--- config.mk ---
export PLATFORM = sky130hd
export DESIGN_NAME = fft_tx_scheduler
export DESIGN_NICKNAME = d
export VERILOG_FILES = /design/src/rtl/fft_tx_scheduler.sv
export SDC_FILE = /design/constraint.sdc
export NUM_CORES = 1
export LEC_CHECK = 0
export CAP_MARGIN = 25
export CORE_UTILIZATION = 30
export DETAILED_ROUTE_END_ITERATION = 6
export PLACE_DENSITY_LB_ADDON = 0.1
export SLEW_MARGIN = 20
export SYNTH_ARGS = -nofsm -noshare
export SYNTH_HDL_FRONTEND = slang
export SYNTH_SLANG_ARGS = --single-unit
--- constraint.sdc ---
create_clock -name i_Clk -period 6.8 [get_ports i_Clk]
set_input_delay 0.68 -clock i_Clk [delete_from_list [all_inputs] [get_ports i_Clk]]
set_output_delay 0.68 -clock i_Clk [all_outputs]
set_load 0.02 [all_outputs]
--- src/rtl/fft_tx_scheduler.sv ---
// fft_tx_scheduler
//   Sequences one FFT per accepted sample tick. When the butterfly array
//   reports completion, the 16 result bytes are captured into a shadow
//   register. They are then streamed to the SPI master, optionally preceded
//   by a sync header. Each byte uses a ready/valid handshake and is followed
//   by a fixed idle gap.
//
// Ports
//   i_Clk         system clock, rising edge
//   i_Rst_L       asynchronous active-low reset
//   i_Sample      one-cycle sample tick
//   o_Start_Calc  one-cycle start pulse to the stage-1 butterflies
//   i_Frame_DV    stage-3 completion pulse
//   i_Frame       128-bit FFT result, byte k at [8k+7:8k]
//   o_TX_Byte     byte to the SPI master, held until the next strobe
//   o_TX_DV       one-cycle send strobe
//   i_TX_Ready    SPI master ready
//   o_Busy        high whenever the sequencer is not idle
//   o_Frame_Done  one-cycle pulse as the sequencer returns to idle after a frame
//   o_Drop_Count  saturating count of ignored sample ticks
//   o_Timeout     sticky flag: an FFT completion never arrived
module fft_tx_scheduler #(
  parameter bit          HEADER_EN   = 1'b1,
  parameter logic [7:0]  HEADER_BYTE = 8'hA5,
  parameter int unsigned GAP_CYCLES  = 100,
  parameter int unsigned FFT_TIMEOUT = 64
) (
  input  logic         i_Clk,
  input  logic         i_Rst_L,
  input  logic         i_Sample,
  output logic         o_Start_Calc,
  input  logic         i_Frame_DV,
  input  logic [127:0] i_Frame,
  output logic [7:0]   o_TX_Byte,
  output logic         o_TX_DV,
  input  logic         i_TX_Ready,
  output logic         o_Busy,
  output logic         o_Frame_Done,
  output logic [7:0]   o_Drop_Count,
  output logic         o_Timeout
);

  localparam int unsigned GAP_W = $clog2(GAP_CYCLES + 1);
  localparam int unsigned TMR_W = $clog2(FFT_TIMEOUT);

  localparam logic [4:0]       LAST_IDX = HEADER_EN ? 5'd16 : 5'd15;
  localparam logic [GAP_W-1:0] GAP_LOAD = GAP_W'(GAP_CYCLES);
  localparam logic [TMR_W-1:0] TMR_LAST = TMR_W'(FFT_TIMEOUT - 1);

  typedef enum logic [2:0] {
    ST_IDLE,
    ST_CALC,
    ST_SEND,
    ST_ACK_LO,
    ST_ACK_HI,
    ST_GAP
  } state_e;

  state_e             state_q,      state_d;
  logic [127:0]       shadow_q,     shadow_d;
  logic [4:0]         idx_q,        idx_d;
  logic [GAP_W-1:0]   gap_q,        gap_d;
  logic [TMR_W-1:0]   timer_q,      timer_d;
  logic               start_calc_q, start_calc_d;
  logic [7:0]         tx_byte_q,    tx_byte_d;
  logic               tx_dv_q,      tx_dv_d;
  logic               busy_q,       busy_d;
  logic               frame_done_q, frame_done_d;
  logic [7:0]         drop_q,       drop_d;
  logic               timeout_q,    timeout_d;

  logic               sample_accept;
  logic               sample_drop;
  logic [3:0]         byte_sel;
  logic [7:0]         cur_byte;

  // A tick landing in the Frame_Done cycle still belongs to the finished
  // frame, so it is dropped even though the state already reads IDLE.
  always_comb begin
    sample_accept = i_Sample && (state_q == ST_IDLE) && !frame_done_q;
    sample_drop   = i_Sample && !sample_accept;
  end

  // With the header enabled, idx 16 wraps to shadow byte 15 in 4 bits.
  always_comb begin
    byte_sel = idx_q[3:0] - 4'(HEADER_EN);
    if (HEADER_EN && (idx_q == 5'd0)) begin
      cur_byte = HEADER_BYTE;
    end else begin
      cur_byte = shadow_q[{byte_sel, 3'b000} +: 8];
    end
  end

  always_comb begin
    state_d      = state_q;
    shadow_d     = shadow_q;
    idx_d        = idx_q;
    gap_d        = gap_q;
    timer_d      = timer_q;
    start_calc_d = 1'b0;
    tx_byte_d    = tx_byte_q;
    tx_dv_d      = 1'b0;
    frame_done_d = 1'b0;
    timeout_d    = timeout_q;
    drop_d       = drop_q;

    if (sample_drop && (drop_q != 8'hFF)) begin
      drop_d = drop_q + 8'd1;
    end

    unique case (state_q)
      ST_IDLE: begin
        if (sample_accept) begin
          start_calc_d = 1'b1;
          timer_d      = '0;
          state_d      = ST_CALC;
        end
      end
      ST_CALC: begin
        if (i_Frame_DV) begin
          shadow_d = i_Frame;
          idx_d    = '0;
          state_d  = ST_SEND;
        end else if (timer_q == TMR_LAST) begin
          timeout_d = 1'b1;
          state_d   = ST_IDLE;
        end else begin
          timer_d = timer_q + 1'b1;
        end
      end
      ST_SEND: begin
        if (i_TX_Ready) begin
          tx_byte_d = cur_byte;
          tx_dv_d   = 1'b1;
          state_d   = ST_ACK_LO;
        end
      end
      ST_ACK_LO: begin
        if (!i_TX_Ready) begin
          state_d = ST_ACK_HI;
        end
      end
      ST_ACK_HI: begin
        if (i_TX_Ready) begin
          gap_d   = GAP_LOAD;
          state_d = ST_GAP;
        end
      end
      ST_GAP: begin
        gap_d = gap_q - 1'b1;
        if (gap_q == GAP_W'(1)) begin
          if (idx_q == LAST_IDX) begin
            frame_done_d = 1'b1;
            state_d      = ST_IDLE;
          end else begin
            idx_d   = idx_q + 5'd1;
            state_d = ST_SEND;
          end
        end
      end
      default: begin
        state_d = ST_IDLE;
      end
    endcase

    busy_d = (state_d != ST_IDLE);
  end

  always_ff @(posedge i_Clk or negedge i_Rst_L) begin
    if (!i_Rst_L) begin
      state_q      <= ST_IDLE;
      shadow_q     <= '0;
      idx_q        <= '0;
      gap_q        <= '0;
      timer_q      <= '0;
      start_calc_q <= 1'b0;
      tx_byte_q    <= '0;
      tx_dv_q      <= 1'b0;
      busy_q       <= 1'b0;
      frame_done_q <= 1'b0;
      drop_q       <= '0;
      timeout_q    <= 1'b0;
    end else begin
      state_q      <= state_d;
      shadow_q     <= shadow_d;
      idx_q        <= idx_d;
      gap_q        <= gap_d;
      timer_q      <= timer_d;
      start_calc_q <= start_calc_d;
      tx_byte_q    <= tx_byte_d;
      tx_dv_q      <= tx_dv_d;
      busy_q       <= busy_d;
      frame_done_q <= frame_done_d;
      drop_q       <= drop_d;
      timeout_q    <= timeout_d;
    end
  end

  assign o_Start_Calc = start_calc_q;
  assign o_TX_Byte    = tx_byte_q;
  assign o_TX_DV      = tx_dv_q;
  assign o_Busy       = busy_q;
  assign o_Frame_Done = frame_done_q;
  assign o_Drop_Count = drop_q;
  assign o_Timeout    = timeout_q;

endmodule

# Yosys cells after proc, flatten, opt, wreduce, memory -nomap -nowiden
# Index checks and enable logic that the tools add are counted.
# word_totals
elab_cells	80
out_inout_bits	21
ff_bits	170
# classes
bitwise_logic	1
n_eq_ne	16
muxes	27
add_sub_neg	5
n_reduce_logical	18
shift	1
# ops
operator	count
indexed part select 128 x 8 -> 8 bit	1
2-to-1 mux 3 bit	7
2-to-1 mux 6 bit	3
case mux 3 bit (6 select lines)	1
2-to-1 mux 5 bit	3
!= test 2 bit, second input constant	7
case mux 7 bit (2 select lines)	1
case mux 6 bit (2 select lines)	1
case mux 5 bit (2 select lines)	1
adder 8 x 1 -> 8 bit, second input constant	1
2-to-1 mux 8 bit	1
!= test 8 bit, second input constant	1
AND reduction 4 bit	2
== test 7 x 1 -> 1 bit, second input constant	1
2-to-1 mux 1 bit	7
2-to-1 mux 7 bit	1
subtractor 7 x 1 -> 7 bit, second input constant	1
adder 6 x 1 -> 6 bit, second input constant	1
== test 3 x 2 -> 1 bit, second input constant	2
== test 3 bit, second input constant	2
== test 6 bit, second input constant	1
AND reduction 2 bit	3
nonzero test 2 bit	3
adder 5 x 1 -> 5 bit, second input constant	1
11 further kinds	15

# Longest topological paths before layout
# Gate-level depths: netlist of run 1.
# logic_depth
ltp_word	6
ltp_mapped	11
ltp_nobuf	7

# Worst setup path after synthesis of run 1
# OpenSTA, ideal clock, no wires.
# synth_timing
path_kind	flip-flop to flip-flop
startpoint	register idx_q[0]
endpoint	register tx_byte_q[0] (netlist: o_TX_Byte[0])
required_time_ns	6.679
slack_ns	4.011
setup_ns	0.121
synth_period_minus_slack_ns	2.789
path_stages_with_launch	12
arrival_time_ns	2.668
path_cell_list	dfrtp_1 -> buf_4 -> buf_1 -> inv_1 -> ha_1 -> buf_2 -> buf_2 -> buf_1 -> mux4_2 -> mux2i_1 -> mux2i_1 -> o22a_1
# synth_between
elab_chain_cells	3
elab_cells_between_ends	4
cone_classes	1 x add/sub; 1 x shift; 1 x mux; 1 x reduce/logical
# synth_lines
item	line	source
start: declaration	61	logic [4:0] idx_q, idx_d;
start signal: assignment	186	idx_q <= idx_d;
subtractor 4 x 1 -> 4 bit	86	byte_sel = idx_q[3:0] - 4'(HEADER_EN);
indexed part select 128 x 8 -> 8 bit	90	cur_byte = shadow_q[{byte_sel, 3'b000} +: 8];
2-to-1 mux 8 bit (*)	87	if (HEADER_EN && (idx_q == 5'd0)) begin
end signal: assignment	190	tx_byte_q <= tx_byte_d;
end: declaration	65	logic [7:0] tx_byte_q, tx_byte_d;
# Mark *: on every way between the ends. The rest lies on a longest branch, timed or not.
# A chain may end at the register's enable or synchronous reset.

# Worst setup path in the final report of run 1
# layout_timing
startpoint	register idx_q[1]
endpoint	register tx_byte_q[6] (netlist: o_TX_Byte[6])
# Same word-level chain as after synthesis.

==> results.md, run 1 <==
* Status: completed
* Syn. warnings at 0
* Clock sinks at 170
* Top_reg_cell synth: dfrtp_1
* First-pass GRT wire length at 29880 µm
* Startpoint types: register
* Initial core utilization at 0.3073
* Internal at 3.054 mW
* Post-DP HPWL at 13260 µm
* Crit-path leading delay family: adder cells
* Met1 Use GR at 0.1971
* Setup TNS at 0 ns
* Crit-path slowest cell: ha_2
* RePlAce Congestion at 0.7584
* Max Buffers Root-to-Sink at 2
* TritonCTS buffer count at 17
* Remaining DRCs at 0
* Setup CP Type: register to register
* GR Layer Usage met2 at 0.2458
* Initial antenna violation count at 0
* Share of cells above drive strength 1 at 0.3082
* Initial DRC count at 216
* Clock Skews at 0.009234 ns
* GRT busiest layer: met2
* Power Density at 422.3 nW/µm²
* Diode count at 0
* # fillers at 2389
* Reg area at 4255 µm²
* Hold-fix buffers, CTS at 0
* VDD IR max at 155.1 µV
* Worst setup EP type: register
* Post-CTS Setup Bufs at 0
* Sequential power share at 0.406
* Area occupied by multi-input gates at 3352 µm²
* Global route overflow at 0
* Highest Clock Rate at 0.3395 GHz
* H-tree depth at 4
* Post-route minimum period at 2.946 ns
* Final setup fails at 0
* Wirelength per Cell at 18.38 µm
* Worst skew pair latency at 0.42 ns
* Fin. max-slew vios at 0
* Rows at 58
* Die ar. at 26510 µm²
* Arr. time, crit path at 3.25 ns
* Avg Inst Size Synth at 14.64 µm²
* Mapped Area at 7760 µm²
* DRT Wirelength at 18770 µm
* Top-area cell type share of the netlist area at 0.5482
* Die Ht at 162.8 µm
* Final non-filler cell total at 1021
* Total Power at 4.356 mW
* Sequential-to-total area share from yosys stat at 0.5482
* Vias in the first global route at 5365
* Synth Net Count at 669
* Nets@finish at 819
* Post-synth EDFFs at 0
* Area growth from synthesis to layout at 32.91%
* Clock group share of total power at 0.253
* CTS tree: built
* Unrepaired setup endpoints after global routing: no
* Drt pass-1 iters at 4
* Die width at 162.8 µm
* Commonest non-fill, non-tap cell in the layout: dfrtp_1
* HP Class: input pin to async pin
* Crit path max fanout at 33
* P_sw at 1.302 mW
* Post-cts gate resize count at 0
* Routed vias at 4899
* Buffers & Inverters on Critical Path at 1
* Met3 GRT Util at 0.03209
* Slowest stage delay, CP at 1.00 ns
* Yosys cell types at 53
* Fin. Hold Viols at 0
* Vias per inst at 4.798
* Syn Inst Count at 530
* Core area at 25250 µm²
* Yosys top cell by area: dfrtp_1
* IO Pins at 154
* Relative slew slack at 0.3148
* Clk Tree Root Cell: clkbuf_16
* Ys async rst share at 1.000
* P_leak at 4.107 nW
* Max_cap viols at 0
* Antenna Violating Nets Remaining at 0
* Fin crit share at 0.4332
* Power share of the combinational group at 0.341
* Crit-path cells: inv_1, ha_2, mux4_2, nor2b_1, a211oi_1, a21oi_1, a22o_1
* Commonest cells after routing, fill and taps aside: 169 x dfrtp_1, 152 x clkdlybuf4s50_1, 129 x mux2_2
* Area contributors post-synth: dfrtp_1 55%, mux2_2 19%, mux4_2 9.0%
* Gr usage total at 0.1511
* Worst path required time at 7.10 ns
* Worst-path clk slew at 0.06 ns
* Placed Cells at 990
* Largest net degree at the start of global routing at 98
* I/O Buffers at 153
* Net Sw Frac at 0.2990
* Flops & latches, synth at 170
* Worst Max-Slew Pin Slew at 1.028 ns
final timing paths:
kind                            from      endpoint  slack (ns)  cells past startpoint
min                          i_Rst_L  shadow_q[93]        0.33                      1
max                         idx_q[1]  o_TX_Byte[6]        3.85                      7
min in group i_Clk         o_Timeout     o_Timeout        0.46                      1
max in group asynchronous    i_Rst_L  shadow_q[77]        5.09                      3
max reg2reg                 idx_q[1]  o_TX_Byte[6]        3.85                      7
min reg2reg                o_Timeout     o_Timeout        0.46                      1
power groups by stage:
stage	Clock, mW	Combinational, mW	Sequential [mW]
floorplan	0	1.05	1.73
global placement	0	1.48	1.76
detailed placement	0	1.51	1.79
CTS	1.13	1.52	1.77
global route	1.17	1.62	1.84
finish	1.10	1.49	1.77
area by class of cell:
| class | instances | share of cell area |
|---|---|---|
| multi-input cells | 322 | 0.3250 |
| clock buffers | 19 | 0.04295 |
| flip-flops and latches | 170 | 0.4126 |
| well taps | 330 | 0.04003 |
| inverters | 9 | 0.003276 |
| clock inverters | 11 | 0.02123 |
| repair buffers | 160 | 0.1549 |
through the flow:
| stage | setup WS [ns] | instance area, µm² | utilization | hold slack [ns] |
|---|---|---|---|---|
| 2_1_floorplan | 4.011 | 7760 | - | 0.3844 |
| 3_3_place_gp | 3.452 | 9632 | 0.3814 | 0.4391 |
| 3_5_place_dp | 3.420 | 9632 | 0.3814 | 0.4532 |
| 4_1_cts | 3.836 | 10290 | 0.4076 | 0.4146 |
| 5_1_grt | 3.720 | 10310 | 0.4084 | 0.3982 |
| 6_report | 3.854 | 10310 | 0.4084 | 0.3298 |
layer usage:
layer | up-vias | routed length, µm
met5 | - | 0
met4 | 0 | 350
met3 | 19 | 698
met2 | 98 | 9231
met1 | 2520 | 8489
li1 | 2262 | -
worst register-to-register path: cells and delay by family, from the launching register on:
kind,cells,cell delay (ns)
compound gates,3,0.67
fa+ha+maj,1,1.00
buf+inv,1,0.07
flops,1,0.43
mux,1,0.52
simple gates,1,0.17
sequential cells by signal, indices dropped and copies added (netlist names):
| signal | flops |
|---|---|
| o_TX_DV | 1 |
| state_q | 3 |
| o_Drop_Count | 8 |
| o_Busy | 1 |
| timer_q | 6 |
| o_Frame_Done | 1 |
| o_Start_Calc | 1 |
| idx_q | 5 |
| o_TX_Byte | 8 |
| shadow_q | 128 |
| gap_q | 7 |
| o_Timeout | 1 |
synthesized netlist by cell type (2+ instances only):
| master | n |
|---|---|
| o22ai_1 | 2 |
| clkbuf_1 | 4 |
| buf_4 | 2 |
| nor4bb_1 | 2 |
| mux2_2 | 129 |
| o41ai_1 | 2 |
| buf_1 | 6 |
| mux2i_1 | 16 |
| nor2_1 | 15 |
| o22a_1 | 3 |
| ha_1 | 6 |
| a21o_1 | 2 |
| dfrtp_1 | 170 |
| or3_1 | 2 |
| nor4b_1 | 2 |
| o21ai_0 | 9 |
| inv_1 | 8 |
| xnor2_1 | 10 |
| a22o_1 | 4 |
| buf_2 | 15 |
| a211oi_1 | 5 |
| and3_1 | 3 |
| xor2_1 | 8 |
| and2b_2 | 2 |
| a21oi_1 | 9 |
| nand3_1 | 16 |
| and2_1 | 3 |
| nand2_1 | 15 |
| nor2b_1 | 5 |
| mux4_2 | 31 |
| nand3b_1 | 2 |
cell families after synthesis:
logic type,count (synthesis),synth area share
muxes,176,0.2978
DFF,170,0.5482
buffers and inverters,38,0.02402
and+or+nand+nor,77,0.05966
AOI/OAI and AO/OA,45,0.04031
adders and majority gates,6,0.009674
xor gates and xnor gates,18,0.02032
No activity file was read; power rests on OpenSTA's default activity.
==> run 2: changes to the inputs <==
- clock period: 6.8 -> 2.9 ns (I/O delays scaled with it)
==> results.md, run 2 (synthesis results as in run 1) <==
* Area growth from synthesis to layout at 33.50%
* Power share of the combinational group at 0.344 (+0.003)
* CP startpoint: idx_q[1]
* Highest Clock Rate at 0.4062 GHz (+20%)
* Post-Route Utilization at 0.4102 (+0.001833)
* Drt pass-1 iters at 4 (unchanged)
* Initial antenna violation count at 0 (unchanged)
* P_leak at 4.116 nW (+0.22%)
* Setup CP Type: register to register
* Commonest cells after routing, fill and taps aside: 169 x dfrtp_1, 152 x clkdlybuf4s50_1, 129 x mux2_2
* Startpoint types: register
* Number of flip-flops in the largest register at 128 (unchanged)
* Remaining DRCs at 0 (unchanged)
* Nets@finish at 821 (+0.24%)
* IO Pins at 154 (unchanged)
* Clock group share of total power at 0.243 (-0.010)
* Relative slew slack at 0.3944 (+0.07954)
* Status: completed
* Final setup fails at 0 (unchanged)
* Fin crit share at 0.8490 (+0.4157)
* Reg2Reg Depth at 7 (unchanged)
* Die width at 162.8 µm (unchanged)
* Worst-path clk slew at 0.06 ns (about the same)
* Rows at 58 (unchanged)
* Gr usage total at 0.1577 (+0.006581)
* Clock sinks at 170 (unchanged)
* Clock Skews at 0.009005 ns (-0.0002296 ns)
* Post-route minimum period at 2.462 ns (-0.4839 ns)
* H-tree depth at 4 (unchanged)
* Crit path max fanout at 24 (-27%)
* # fillers at 2377 (-0.50%)
* Worst r2r dst: o_TX_Byte[6]
* Core area at 25250 µm² (unchanged)
* Worst Max-Slew Pin Slew at 0.9040 ns (-0.1238 ns)
* Arr. time, crit path at 2.77 ns (-0.48 ns)
* Fin. Hold Viols at 0 (unchanged)
* Initial DRC count at 168 (-22%)
* Internal at 7.062 mW (+130%)
* Worst skew pair latency at 0.42 ns (about the same)
* Vias in the first global route at 5339 (-0.48%)
* Worst setup EP type: register
* Max Buffers Root-to-Sink at 2 (unchanged)
* Initial core utilization at 0.3073 (unchanged)
* Routed vias at 4904 (+0.10%)
* Commonest non-fill, non-tap cell in the layout: dfrtp_1
* Share of cells above drive strength 1 at 0.3079 (-0.0003352)
* Fin. max-slew vios at 0 (unchanged)
* Net Sw Frac at 0.3061 (+0.007129)
* Wirelength per Cell at 19.06 µm (+3.7%)
* Flop2flop setup slack at 0.44 ns (-3.42 ns)
* Die ar. at 26510 µm² (unchanged)
* Diode count at 0 (unchanged)
* Antenna Violating Nets Remaining at 0 (unchanged)
* Total Power at 10.18 mW (+130%)
* Power Density at 982.3 nW/µm² (+130%)
* First-pass GRT wire length at 30970 µm (+3.6%)
* Setup TNS at 0 ns (unchanged)
* P_sw at 3.115 mW (+140%)
* Global route overflow at 0 (unchanged)
* Vias per inst at 4.784 (-0.29%)
* Die Ht at 162.8 µm (unchanged)
* Largest net degree at the start of global routing at 77 (-21%)
* DRT Wirelength at 19540 µm (+4.1%)
* TritonCTS buffer count at 17 (unchanged)
* Clk Tree Root Cell: clkbuf_16
* HP Class: input pin to async pin
* Worst path required time at 3.21 ns (-3.89 ns)
* Reg with most FFs: shadow_q
* RePlAce Congestion at 0.7877 (+3.9%)
* Post-DP HPWL at 14250 µm (+7.5%)
* CTS tree: built
* VDD IR max at 420.7 µV (+170%)
* Max_cap viols at 0 (unchanged)
* Sequential power share at 0.413 (+0.007)
* I/O Buffers at 153 (unchanged)
* CP endpoint: o_TX_Byte[6]
* Unrepaired setup endpoints after global routing: no
* Reg2reg start: idx_q[1]
run 2: changes by cell type in the layout (fill, tap and decap cells not counted), moves of 2 or more:
cell / before / now
bufinv_16: 6 / 4
clkbuf_8: 1 / 3
clkinv_4: 2 / 4
buf_12: 1 / 5
clkbuf_1: 1 / 3
buf_4: 6 / 3
run 2: how the worst min path moves through the flow:
| stage | startpoint | end | slack, ns |
|---|---|---|---|
| 4_1_cts | i_Rst_L | shadow_q[85] | 0.31 |
| 5_1_grt | i_Rst_L | shadow_q[69] | 0.33 |
| 2_1_floorplan | i_Rst_L | gap_q[0] | -0.006 |
| 6_report | i_Rst_L | shadow_q[85] | 0.31 |
| 3_5_place_dp | i_Rst_L | shadow_q[85] | 0.20 |
| 3_3_place_gp | i_Rst_L | shadow_q[85] | 0.20 |
run 2: what timing repair did:
action,in CTS,in global routing
setup buffers,0,0
setup endpoints to repair,0,0
resized for setup,0,0
endpoints found under the hold margin,29,0
hold buffers,1,0
run 2: power by group through the flow:
stage	sequential (mW)	combinational [mW]	clock (mW)
after floorplan	4.05	2.47	0
after CTS	4.21	3.58	2.54
after global placement	4.23	3.48	0
after detailed placement	4.25	3.57	0
after global routing	4.36	3.80	2.65
final	4.21	3.50	2.47
run 2: critical path: stages, from the launching register on:
cell and delay [ns]:
dfrtp_1 0.40, inv_1 0.07, ha_2 0.52, buf_12 0.25, mux4_2 0.34, mux2i_1 0.39
a21oi_1 0.12, a22o_1 0.23
run 2: final cells by class:
cell class                      count  area, µm²  share of cell area
Sequential cell                   170       4255              0.4108
Inverter                            9      33.78            0.003261
Timing Repair Buffer              162       1665              0.1607
Clock buffer                       23      478.0             0.04614
Clock inverter                      9      162.7             0.01570
Multi-Input combinational cell    322       3352              0.3236
Tap cell                          330      412.9             0.03986
run 2: layer usage:
metal / track usage / wire, µm
met1: 0.2098 / 8979
met2: 0.2580 / 9661
met3: 0.03667 / 678
met4: 0.03993 / 219
met5: 0 / 0
run 2: metrics by stage:
step | worst slack (ns) | hold slack [ns] | std cells | area, µm²
after CTS | 0.3816 | 0.3065 | 1025 | 10360
after global routing | 0.3308 | 0.3286 | 1025 | 10360
after detailed placement | 0.3756 | 0.1968 | 992 | 9709
after global placement | 0.3991 | 0.1963 | 992 | 9709
after floorplan | 0.1107 | -0.005591 | 530 | 7760
final | 0.4380 | 0.3148 | 1025 | 10360
==> run 3: changes to the inputs <==
- clock period: 2.9 -> 2 ns (I/O delays scaled with it)
==> results.md, run 3 (synthesis results as in run 1) <==
* Commonest cells after routing, fill and taps aside: 168 x dfrtp_1, 152 x clkdlybuf4s50_1, 129 x mux2_2
* Initial antenna violation count at 0 (unchanged)
* CTS tree: built
* Global route overflow at 0 (unchanged)
* Vias in the first global route at 5631 (+5.5%)
* Core area at 25250 µm² (unchanged)
* Clock sinks at 170 (unchanged)
* Status: completed
* Reg with most FFs: shadow_q
* Final worst slack at 0.06062 ns (-0.3774 ns)
* DRT Wirelength at 20040 µm (+2.6%)
* Fin. Hold Viols at 0 (unchanged)
* Initial DRC count at 211 (+26%)
* Startpoint types: register
* Diode count at 0 (unchanged)
* Remaining DRCs at 0 (unchanged)
* I/O Buffers at 153 (unchanged)
* Crit path max fanout at 3 (-88%)
* Total Power at 15.23 mW (+50%)
* Largest net degree at the start of global routing at 44 (-43%)
* Worst skew pair latency at 0.42 ns (about the same)
* RePlAce Congestion at 0.8046 (+2.1%)
* TritonCTS buffer count at 17 (unchanged)
* P_leak at 4.405 nW (+7.0%)
* Clk Tree Root Cell: clkbuf_16
* Post-Route Utilization at 0.4329 (+0.02264)
* Setup TNS at 0 ns (unchanged)
* Area growth from synthesis to layout at 40.87%
* Wirelength per Cell at 18.69 µm (-1.9%)
* Setup CP Type: register to register
* VDD IR max at 507.7 µV (+21%)
* Highest Clock Rate at 0.5156 GHz (+27%)
* Worst-path clk slew at 0.06 ns (about the same)
* Clock Skews at 0.007814 ns (-0.001190 ns)
* Unrepaired setup endpoints after global routing: yes
* Share of cells above drive strength 1 at 0.3774 (+0.06944)
* Die width at 162.8 µm (unchanged)
* Initial core utilization at 0.3073 (unchanged)
* HP Class: input pin to async pin
* Fin. max-slew vios at 0 (unchanged)
* Max Buffers Root-to-Sink at 2 (unchanged)
* Antenna Violating Nets Remaining at 0 (unchanged)
* H-tree depth at 4 (unchanged)
* Post-route minimum period at 1.939 ns (-0.5226 ns)
* Pre-CTS setup slack at -0.1816 ns (-0.5572 ns)
* Gr usage total at 0.1604 (+0.002690)
* Die Ht at 162.8 µm (unchanged)
* Fin crit share at 0.9697 (+0.1207)
* Drt pass-1 iters at 4 (unchanged)
* Worst r2r dst: o_TX_Byte[7]
* Worst Max-Slew Pin Slew at 0.4657 ns (-0.4383 ns)
* Relative slew slack at 0.6855 (+0.2911)
* Arr. time, crit path at 2.23 ns (-0.54 ns)
* Worst Hold Slack at 0.2583 ns (-0.05652 ns)
* Max_cap viols at 0 (unchanged)
* Rows at 58 (unchanged)
* Commonest non-fill, non-tap cell in the layout: dfrtp_1
* Flop2flop setup slack at 0.06 ns (-0.38 ns)
* Nets@finish at 868 (+5.7%)
* Worst setup EP type: register
* Worst path required time at 2.30 ns (-0.91 ns)
* Die ar. at 26510 µm² (unchanged)
* First-pass GRT wire length at 31770 µm (+2.6%)
* Reg2reg start: idx_q[0]
* IO Pins at 154 (unchanged)
* Post-DP HPWL at 15070 µm (+5.8%)
* Power Density at 1393 nW/µm² (+42%)
* Reg2Reg Depth at 8 (+1)
* Routed vias at 5045 (+2.9%)
* Vias per inst at 4.706 (-1.6%)
* Final setup fails at 0 (unchanged)
* Number of flip-flops in the largest register at 128 (unchanged)
## run 3: cell types whose count changed in the layout (fill, tap and decap cells not counted), moves of 4 or more
cell      change
buf_12       +11
a211oi_2      +4
buf_4        +31
nor2b_4       +4
inv_1         -4
a211oi_1      -4
nor2b_1       -4
## run 3: report_power, final
part           total [mW]  leakage, nW  switching, mW  internal (mW)
combinational        5.94         2.08           2.35           3.59
sequential           6.05         2.04           1.01           5.04
clock                3.23        0.287           1.37           1.86
total                15.2         4.40           4.73           10.5
## run 3: cell type report
type                            instances  area (µm²)
Clock buffer                           23       488.0
Clock inverter                          9       88.84
Fill cell                            2303       14320
Inverter                                9       38.79
Multi-Input combinational cell        322        3465
Sequential cell                       170        4257
Tap cell                              330       412.9
Timing Repair Buffer                  209        2182
## run 3: how the worst max path moves through the flow
stage	to	from	cells past startpoint	slack (ns)
after floorplan	o_TX_Byte[7]	idx_q[0]	10	-0.15
after global placement	o_TX_Byte[4]	idx_q[0]	8	-0.16
after detailed placement	o_TX_Byte[4]	idx_q[0]	8	-0.18
after CTS	o_TX_Byte[7]	idx_q[0]	8	-0.02
after global routing	o_TX_Byte[7]	idx_q[0]	8	-0.03
final	o_TX_Byte[7]	idx_q[0]	8	0.06
## run 3: layer usage
| metal | vias up | track usage | part of all wire |
|---|---|---|---|
| met5 | - | 0 | 0 |
| met4 | 0 | 0.04078 | 0.0099 |
| met3 | 12 | 0.03310 | 0.035 |
| met2 | 99 | 0.2669 | 0.50 |
| met1 | 2581 | 0.2120 | 0.46 |
| li1 | 2353 | - | - |
## run 3: worst max-delay path: stages, from the launching register on
cell	delay, ns
dfrtp_2	0.42
inv_4	0.06
ha_4	0.21
buf_8	0.14
buf_6	0.11
inv_4	0.04
mux4_2	0.52
o32ai_2	0.22
o22ai_1	0.09
## run 3: stage by stage
stage	std cells	area (µm²)
after CTS	1066	10840
after detailed placement	1023	10060
after global placement	1023	10060
after floorplan	530	7863
after global routing	1072	10930
final	1072	10930
## run 3: what timing repair did
| action | in CTS | in global routing |
|---|---|---|
| buffers inserted | 12 | 7 |
| pin swaps | 5 | 8 |
| resized for setup | 16 | 14 |
| setup endpoints to repair | 8 | 10 |
| hold endpoints to repair | 39 | 0 |
| hold buffers | 1 | 0 |
